### src/rtl/seven_seg_mux.sv
`timescale 1ns/1ps
// -----------------------------------------------------------------------------
// seven_seg_mux
//
// Time-multiplexed driver for two common-anode seven-segment digits that share
// one segment bus. Each frame lights digit 0, blanks, lights digit 1, and
// blanks again:
//
//   DIGIT0 -> BLANK0 -> DIGIT1 -> BLANK1 -> DIGIT0 ...
//
// The blanking slots keep all anodes off while the nibble on s changes. This
// stops the previous digit's value from ghosting onto the next anode.
//
// The digits are double-buffered. A load pulse captures {digit1, digit0} into
// a shadow register. The shadow is committed to the displayed pair only on the
// DIGIT1->BLANK1 edge, so a frame never shows a mix of old and new digits.
//
// Parameters
//   REFRESH_CYCLES  clk cycles each digit is lit per frame (>= 2)
//   BLANK_CYCLES    clk cycles all anodes are off between digits (>= 1)
//
// Ports
//   clk         system clock; all state changes on the rising edge
//   reset       asynchronous, active-low reset (0 = in reset)
//   digit0      hex value for digit 0 (right); sampled when load = 1
//   digit1      hex value for digit 1 (left); sampled when load = 1
//   load        one-cycle request to capture digit0/digit1 into the shadow
//   s           registered nibble to the seven-segment decoder
//   an_n        registered active-low anode enables; [0] = digit0, [1] = digit1
//   pending     1 while a captured shadow value is waiting to be committed
//   frame_tick  one-cycle pulse on the BLANK1->DIGIT0 edge (start of a frame)
// -----------------------------------------------------------------------------
module seven_seg_mux #(
  parameter int REFRESH_CYCLES = 50000,
  parameter int BLANK_CYCLES   = 1000
) (
  input  logic       clk,
  input  logic       reset,
  input  logic [3:0] digit0,
  input  logic [3:0] digit1,
  input  logic       load,
  output logic [3:0] s,
  output logic [1:0] an_n,
  output logic       pending,
  output logic       frame_tick
);

  // One counter serves every slot. It must hold values up to the longer of
  // the two slot lengths minus one.
  localparam int MAX_LIMIT = (REFRESH_CYCLES > BLANK_CYCLES) ? REFRESH_CYCLES
                                                              : BLANK_CYCLES;
  localparam int CNT_W     = $clog2(MAX_LIMIT);

  localparam logic [CNT_W-1:0] REFRESH_LAST = CNT_W'(REFRESH_CYCLES - 1);
  localparam logic [CNT_W-1:0] BLANK_LAST   = CNT_W'(BLANK_CYCLES - 1);
  localparam logic [CNT_W-1:0] CNT_ONE      = CNT_W'(1);

  // Anode patterns. Both anodes low would light both digits with one nibble.
  // No state drives that pattern, so it can never appear on an_n.
  localparam logic [1:0] AN_OFF    = 2'b11;
  localparam logic [1:0] AN_DIGIT0 = 2'b10;
  localparam logic [1:0] AN_DIGIT1 = 2'b01;

  typedef enum logic [1:0] {
    DIGIT0,
    BLANK0,
    DIGIT1,
    BLANK1
  } state_t;

  state_t           state;
  logic [CNT_W-1:0] cnt;
  logic [3:0]       disp0;
  logic [3:0]       disp1;
  logic [7:0]       shadow;   // {digit1, digit0} captured by the last load

  logic             slot_last;
  logic             commit;
  logic [7:0]       commit_val;

  // The current slot ends this cycle. Lit slots and blank slots have
  // different lengths.
  assign slot_last = (state == DIGIT0 || state == DIGIT1) ? (cnt == REFRESH_LAST)
                                                          : (cnt == BLANK_LAST);

  // A commit happens on the DIGIT1->BLANK1 edge when there is something to
  // commit. A load arriving on that same edge bypasses the shadow. Its value
  // goes straight to the display, so it is not held back a whole frame.
  assign commit     = slot_last && (state == DIGIT1) && (pending || load);
  assign commit_val = load ? {digit1, digit0} : shadow;

  // NOTE: asynchronous assert drops the anodes at once, without waiting for a
  // clock edge. Release must be synchronous to clk; that is arranged upstream.
  always_ff @(posedge clk or negedge reset) begin
    if (!reset) begin
      state      <= BLANK1;
      cnt        <= '0;
      disp0      <= 4'h0;
      disp1      <= 4'h0;
      shadow     <= 8'h00;
      pending    <= 1'b0;
      s          <= 4'h0;
      an_n       <= AN_OFF;
      frame_tick <= 1'b0;
    end else begin
      frame_tick <= 1'b0;

      // NOTE: non-blocking assignments throughout. If the same register is
      // assigned twice in this block, the later assignment wins. The commit
      // branch below relies on that: it clears pending even when a load
      // arrives on the same edge.
      if (load) begin
        shadow  <= {digit1, digit0};
        pending <= 1'b1;
      end

      if (slot_last) begin
        cnt <= '0;
      end else begin
        cnt <= cnt + CNT_ONE;
      end

      // s, an_n and frame_tick are loaded on the edge that enters a state.
      // They therefore change together with the state, never a cycle late.
      if (slot_last) begin
        unique case (state)
          DIGIT0: begin
            state <= BLANK0;
            an_n  <= AN_OFF;
            s     <= disp1;              // pre-set for the coming DIGIT1 slot
          end
          BLANK0: begin
            state <= DIGIT1;
            an_n  <= AN_DIGIT1;
            s     <= disp1;
          end
          DIGIT1: begin
            state <= BLANK1;
            an_n  <= AN_OFF;
            if (commit) begin
              disp1   <= commit_val[7:4];
              disp0   <= commit_val[3:0];
              s       <= commit_val[3:0]; // new digit 0 is pre-set in BLANK1
              pending <= 1'b0;
            end else begin
              s <= disp0;
            end
          end
          BLANK1: begin
            state      <= DIGIT0;
            an_n       <= AN_DIGIT0;
            s          <= disp0;
            frame_tick <= 1'b1;
          end
          default: begin
            state <= BLANK1;
            an_n  <= AN_OFF;
            s     <= disp0;
          end
        endcase
      end
    end
  end

endmodule
### config.mk
export PLATFORM = sky130hd
export DESIGN_NAME = seven_seg_mux
export DESIGN_NICKNAME = d
export VERILOG_FILES = /design/src/rtl/seven_seg_mux.sv
export SDC_FILE = /design/constraint.sdc
export NUM_CORES = 1
export LEC_CHECK = 0
export BUFFER_PORTS_ARGS = -buffer_cell sky130_fd_sc_hd__buf_2
export CAP_MARGIN = 20
export CORE_MARGIN = 8
export CORE_UTILIZATION = 50
export DETAILED_ROUTE_END_ITERATION = 10
export PLACE_DENSITY = 0.8
export SETUP_SLACK_MARGIN = 0.05
export SYNTH_ARGS = -nofsm -noshare
export SYNTH_HDL_FRONTEND = slang
export SYNTH_SLANG_ARGS = --single-unit
### constraint.sdc
create_clock -name clk -period 2.6 [get_ports clk]
set_clock_uncertainty 0.1 [all_clocks]
set_input_delay 0.13 -clock clk [delete_from_list [all_inputs] [get_ports clk]]
set_output_delay 0.13 -clock clk [all_outputs]
set_load 0.02 [all_outputs]
======== Yosys cells after proc, flatten, opt, wreduce, memory -nomap -nowiden ========
Index checks and enable logic that the tools add are counted.
operators by class
  multipliers ............................. 0
  mux-type cells .......................... 13
  $lt $le $gt $ge ......................... 0
  add/sub/neg operators ................... 1
  shift operators ......................... 0
  equal/unequal tests ..................... 5
  reduce and logical (&&, ||, !) cells .... 9
  bitwise operators ....................... 0
  divide/modulo/power cells ............... 0
operators by type and width
  kind                                                                     number
  16-bit by 1-bit adder with 16-bit output, second input constant          1
  16-bit by 10-bit equality test with 1-bit output, second input constant  1
  16-bit equality test, second input constant                              1
  16-bit two-way mux                                                       1
  4-bit case mux with 3 select lines                                       1
  8-bit two-way mux                                                        1
  2-bit case mux with 4 select lines                                       1
  1-bit two-way mux                                                        7
  2-bit case mux with 3 select lines                                       1
  2-bit equality test, second input constant                               2
  4-bit two-way mux                                                        1
  2-bit OR reduction                                                       2
  3-bit AND reduction                                                      1
  2-bit by 1-bit equality test with 1-bit output, second input constant    1
  1-bit logical AND                                                        2
  2-bit logical NOT                                                        1
  1-bit logical OR                                                         2
  2-bit AND reduction                                                      1
storage, ports and cells
  word-level logic and storage cells ...... 37
  bits in latches ......................... 0
  output and inout bits ................... 8
  memories ................................ 0
  register bits ........................... 42
  ROM bits ................................ 0
  RAM bits ................................ 0
  bits of input ports ..................... 11

======== Longest topological paths before layout ========
  depth after elaboration ................. 8
  depth in mapped cells ................... 7
  depth with buffers taken out ............ 6

======== Least setup slack after synthesis ========
OpenSTA, ideal clock, no wires.
  path type ............................... register to register
  start ................................... reg cnt[0]
  end ..................................... reg disp0[0]
  library setup time ...................... 0.125 ns
  clock period less this slack ............ 2.079 ns
  data arrival time ....................... 1.854 ns
  stages on the path, launching flop included .. 6
  path buffers ............................ 0
  required time ........................... 2.375 ns
  slack ................................... 0.521 ns
  cells stage by stage .................... dfrtp_1 -> ha_1 -> and4bb_2 -> nand4_2 -> nor4b_4 -> mux2_2
on the way
  longest elaborated chain between the ends .. 5
  elaborated cells between the ends (all ways) .. 7
  classes of those cells .................. 2 x eq/ne; 2 x mux; 3 x reduce/logical
ends and longest elaborated chain
  element                                                                                   RTL line  source
  start, declared                                                                           72        logic [CNT_W-1:0] cnt;
  start signal, assigned                                                                    120       cnt <= cnt + CNT_ONE;
  16-bit by 10-bit equality test with 1-bit output or 16-bit equality test (tied branches)  84, 83
  1-bit two-way mux *                                                                       83        assign slot_last = (state == DIGIT0 || state == DIGIT1) ? (cnt == REFRESH_LAST)
  1-bit logical AND (2 in series)                                                           89        assign commit = slot_last && (state == DIGIT1) && (pending || load);
  4-bit two-way mux                                                                         n/a
  end signal, assigned                                                                      142       disp0 <= commit_val[3:0];
  end, declared                                                                             73        logic [3:0] disp0;
Every way passes the cells marked *; elsewhere a longest branch is shown, timed or not.
A chain may end at the register's enable or synchronous reset.

======== Worst setup path after layout ========
  start ................................... reg cnt[0]
  end ..................................... reg disp1[2]
on the way
  longest elaborated chain between the ends .. 5
  elaborated cells between the ends (all ways) .. 6
  classes of those cells .................. 2 x eq/ne; 1 x mux; 3 x reduce/logical
ends and longest elaborated chain
  element                                                                                   RTL line  source
  16-bit by 10-bit equality test with 1-bit output or 16-bit equality test (tied branches)  84, 83
  1-bit two-way mux *                                                                       83
  1-bit logical AND (2 in series)                                                           89
  3-bit AND reduction (no source line) *                                                    n/a
  end signal, assigned                                                                      141       disp1 <= commit_val[7:4];
  end, declared                                                                             74        logic [3:0] disp1;
Marked as above.

==> run summary <==
Fin. max-slew vios: 0
Initial antenna violation count: 0
Die Area: 0.006288 sq mm
WL final: 3.696 mm
Remaining DRCs: 0
M1 WL: 1.580 mm
Final cell count without fillers: 245
CTS tree: built
Least-Margin Pin Slew: 903.4 ps
Netlist cell types: 36
Die Wd: 79.30 microns
R2R cell count: 5
Status: complete, no violations
Critical Path Start Type: flip-flop
Async set-reset flop share out of synthesis: 100.0%
Port-buffer cells: 18
Ys flop type: dfrtp_1
Max transition margin: 39.77%
Commonest non-fill, non-tap cells in the layout: dfrtp_1 (38), mux2_2 (21), buf_2 (18)
Global-route wire length before repair: 6.693 mm
Vias in the first global route: 1443
Synthesized area: 0.002003 sq mm
Pwr dens: 530.9 mW/mm^2
Register area share after synthesis: 52.72%
RSZ-0062 raised after global routing: no
Routed wl met3: 194 microns
Gr ovfl total: 0
Root Buffer: clkbuf_8
Num rows: 23
# diodes: 0
Mapped Avg Cell Area: 12.14 sq um
CP max stage delay: 570 ps
WP buf/inv: 0
Clock Path Buffers: 2
Final setup fails: 0
Layout cells sized above 1: 30.77%
Worst min-delay path class: primary input to flip-flop
Mapped Cells: 165
Post-CTS setup buffers: 0
Delay-heaviest family, CP: simple AND/OR/NAND/NOR gates
Flops & latches, synth: 42
Drt pass-1 iters: 2
EDFF count, synth: 0
Final-stage net count: 210
Commonest non-fill, non-tap cell in the layout: dfrtp_1
Routed vias/inst: 5.429
Max VDD drop: 0.0003791 V
Synth warn: 0
CP Max Fanout: 8
Vias: 1330
Core area: 0.003914 sq mm
Routed wl met2: 1.860 mm
Clk sinks: 42
Worst-path cell chain: ha_1 -> and4bb_2 -> nand4_2 -> nor4b_4 -> mux2_2
Layout Utilization: 59.37%
Resize count post-CTS: 0
Cell at the slowest stage of the critical path: nor4b_4
DR WL/cell: 15.09 microns
Fin crit share: 87.59%
Die Ht: 79.30 microns
DR top layer: met4
Tmin final: 2277 ps
Hold Vio Cnt, Final: 0
Worst reg2reg path endpoint: disp1[2]$_DFFE_PN0P_
WHS Endpoint: shadow[1]$_DFF_PN0_
Hold Path Origin: load
Lkg Pwr: 1.035 nW
Crit Path Category: flip-flop to flip-flop
Register-to-register setup slack: 320 ps
Largest net degree at the start of global routing: 43
GRT Total Usage: 13.54%
HPWL after detailed placement: 2.536 mm
Max-cap viol count: 0
Worst EP arrival: 2370 ps
Clock slew at the register clock pins of the worst setup and hold paths: 80 ps
WP data required: 2690 ps
Setup TNS: 0 ps
Routability congestion estimate: 0.8815
Area Overhead vs Synth: 15.99%
Initial DRC Count: 64
Cts hold-fix bufs: 9
CTS buffer count: 5
Latest clock arrival within the worst-skew pair: 300 ps
Starting Density: 51.18%
H-tree Lvls: 2
Placed insts: 228
Fmax: 439.1 MHz
Io pins: 19
Post-route ant nets: 0
Net Count, Synth: 181
FF-to-FF Start: cnt[0]$_DFF_PN0_
Hold Path Depth: 2
Critical path capture point type: flip-flop
-- stage by stage --
stage / hold slack, ps / setup WS (ps) / power [mW] / area [sq um]
finish: 230.8 / 322.7 / 1.234 / 2323
global route: 223.6 / 141.6 / 1.282 / 2323
CTS: 214.2 / 293.4 / 1.252 / 2323
detailed placement: 211.0 / 300.9 / 0.7281 / 2123
global placement: 189.8 / 362.9 / 0.7250 / 2123
floorplan: -265.6 / 521.4 / 0.7032 / 2003
-- report_power, final --
group          total [mW]  switching [mW]  leakage (nW)  internal (mW)
sequential          0.670         0.00461         0.534          0.665
clock               0.508           0.222        0.0514          0.286
combinational      0.0555          0.0279         0.450         0.0275
-- cell usage after synthesis (2+ instances only) --
master     n  area [sq um]
nor2b_1    5         31.28
a211oi_1   4         30.03
nor3b_1    4         30.03
mux2_2    21         236.5
o21ai_0   11         55.05
clkbuf_1   3         11.26
nand4_1    6         37.54
dfstp_2    4         105.1
nand3_1    3         15.01
dfrtp_1   38         950.9
and2_1     3         18.77
inv_1      3         11.26
o31ai_1    2         15.01
nand2_1    3         11.26
and4_1     2         17.52
xor2_1     9         78.83
a21oi_1    6         30.03
ha_1       5         62.56
xnor2_1    4         35.03
nor2_1    13         48.80
-- worst register-to-register path: cells and delay by family, from the launching register on --
family	cells	cell delay, ps
AND/OR/NAND/NOR	3	1030
multiplexers	1	400
flip-flops	1	370
adder cells (fa/ha/maj)	1	270
-- flip-flops by register name (all words and copies together), names as in the netlist --
name and cells:
cnt 16, shadow 8, disp0 4, disp1 4, s 4, an_n 2, state 2, frame_tick 1
pending 1
-- worst max path at each step --
stage                           startpoint                    to  slack (ps)  cells after the start
after floorplan           cnt[0]$_DFF_PN0_  disp0[0]$_DFFE_PN0N_         520                      5
after global placement    cnt[0]$_DFF_PN0_  disp0[3]$_DFFE_PN0N_         360                      5
after detailed placement  cnt[0]$_DFF_PN0_  disp1[3]$_DFFE_PN0P_         300                      5
after CTS                 cnt[0]$_DFF_PN0_  disp1[2]$_DFFE_PN0P_         290                      5
after global routing      cnt[0]$_DFF_PN0_  disp1[2]$_DFFE_PN0P_         140                      5
final                     cnt[0]$_DFF_PN0_  disp1[2]$_DFFE_PN0P_         320                      5
-- kinds of logic after synthesis --
kind of cell / count (synthesis) / synth area share (%)
AOI/OAI and AO/OA: 24 / 7.120
muxes: 22 / 12.30
DFF: 42 / 52.72
buffers and inverters: 9 / 2.560
adders and majority gates: 5 / 3.123
xor gates and xnor gates: 13 / 5.684
and+or+nand+nor: 50 / 16.49
-- cell type report --
class / instances / area [sq um]
clock inverter: 2 / 37.54
timing repair buffer: 28 / 187.7
clock buffer: 6 / 72.57
multi-input combinational: 114 / 895.9
fill: 327 / 1590
inverter: 3 / 11.26
sequential: 42 / 1056
tap: 50 / 62.56
-- metal layers --
metal	vias to the layer above	global-route usage, %
met5	-	0
met4	0	5.000
met3	5	5.418
met2	20	23.17
met1	664	14.73
li1	641	-
Power figures use the tool's default switching activity.
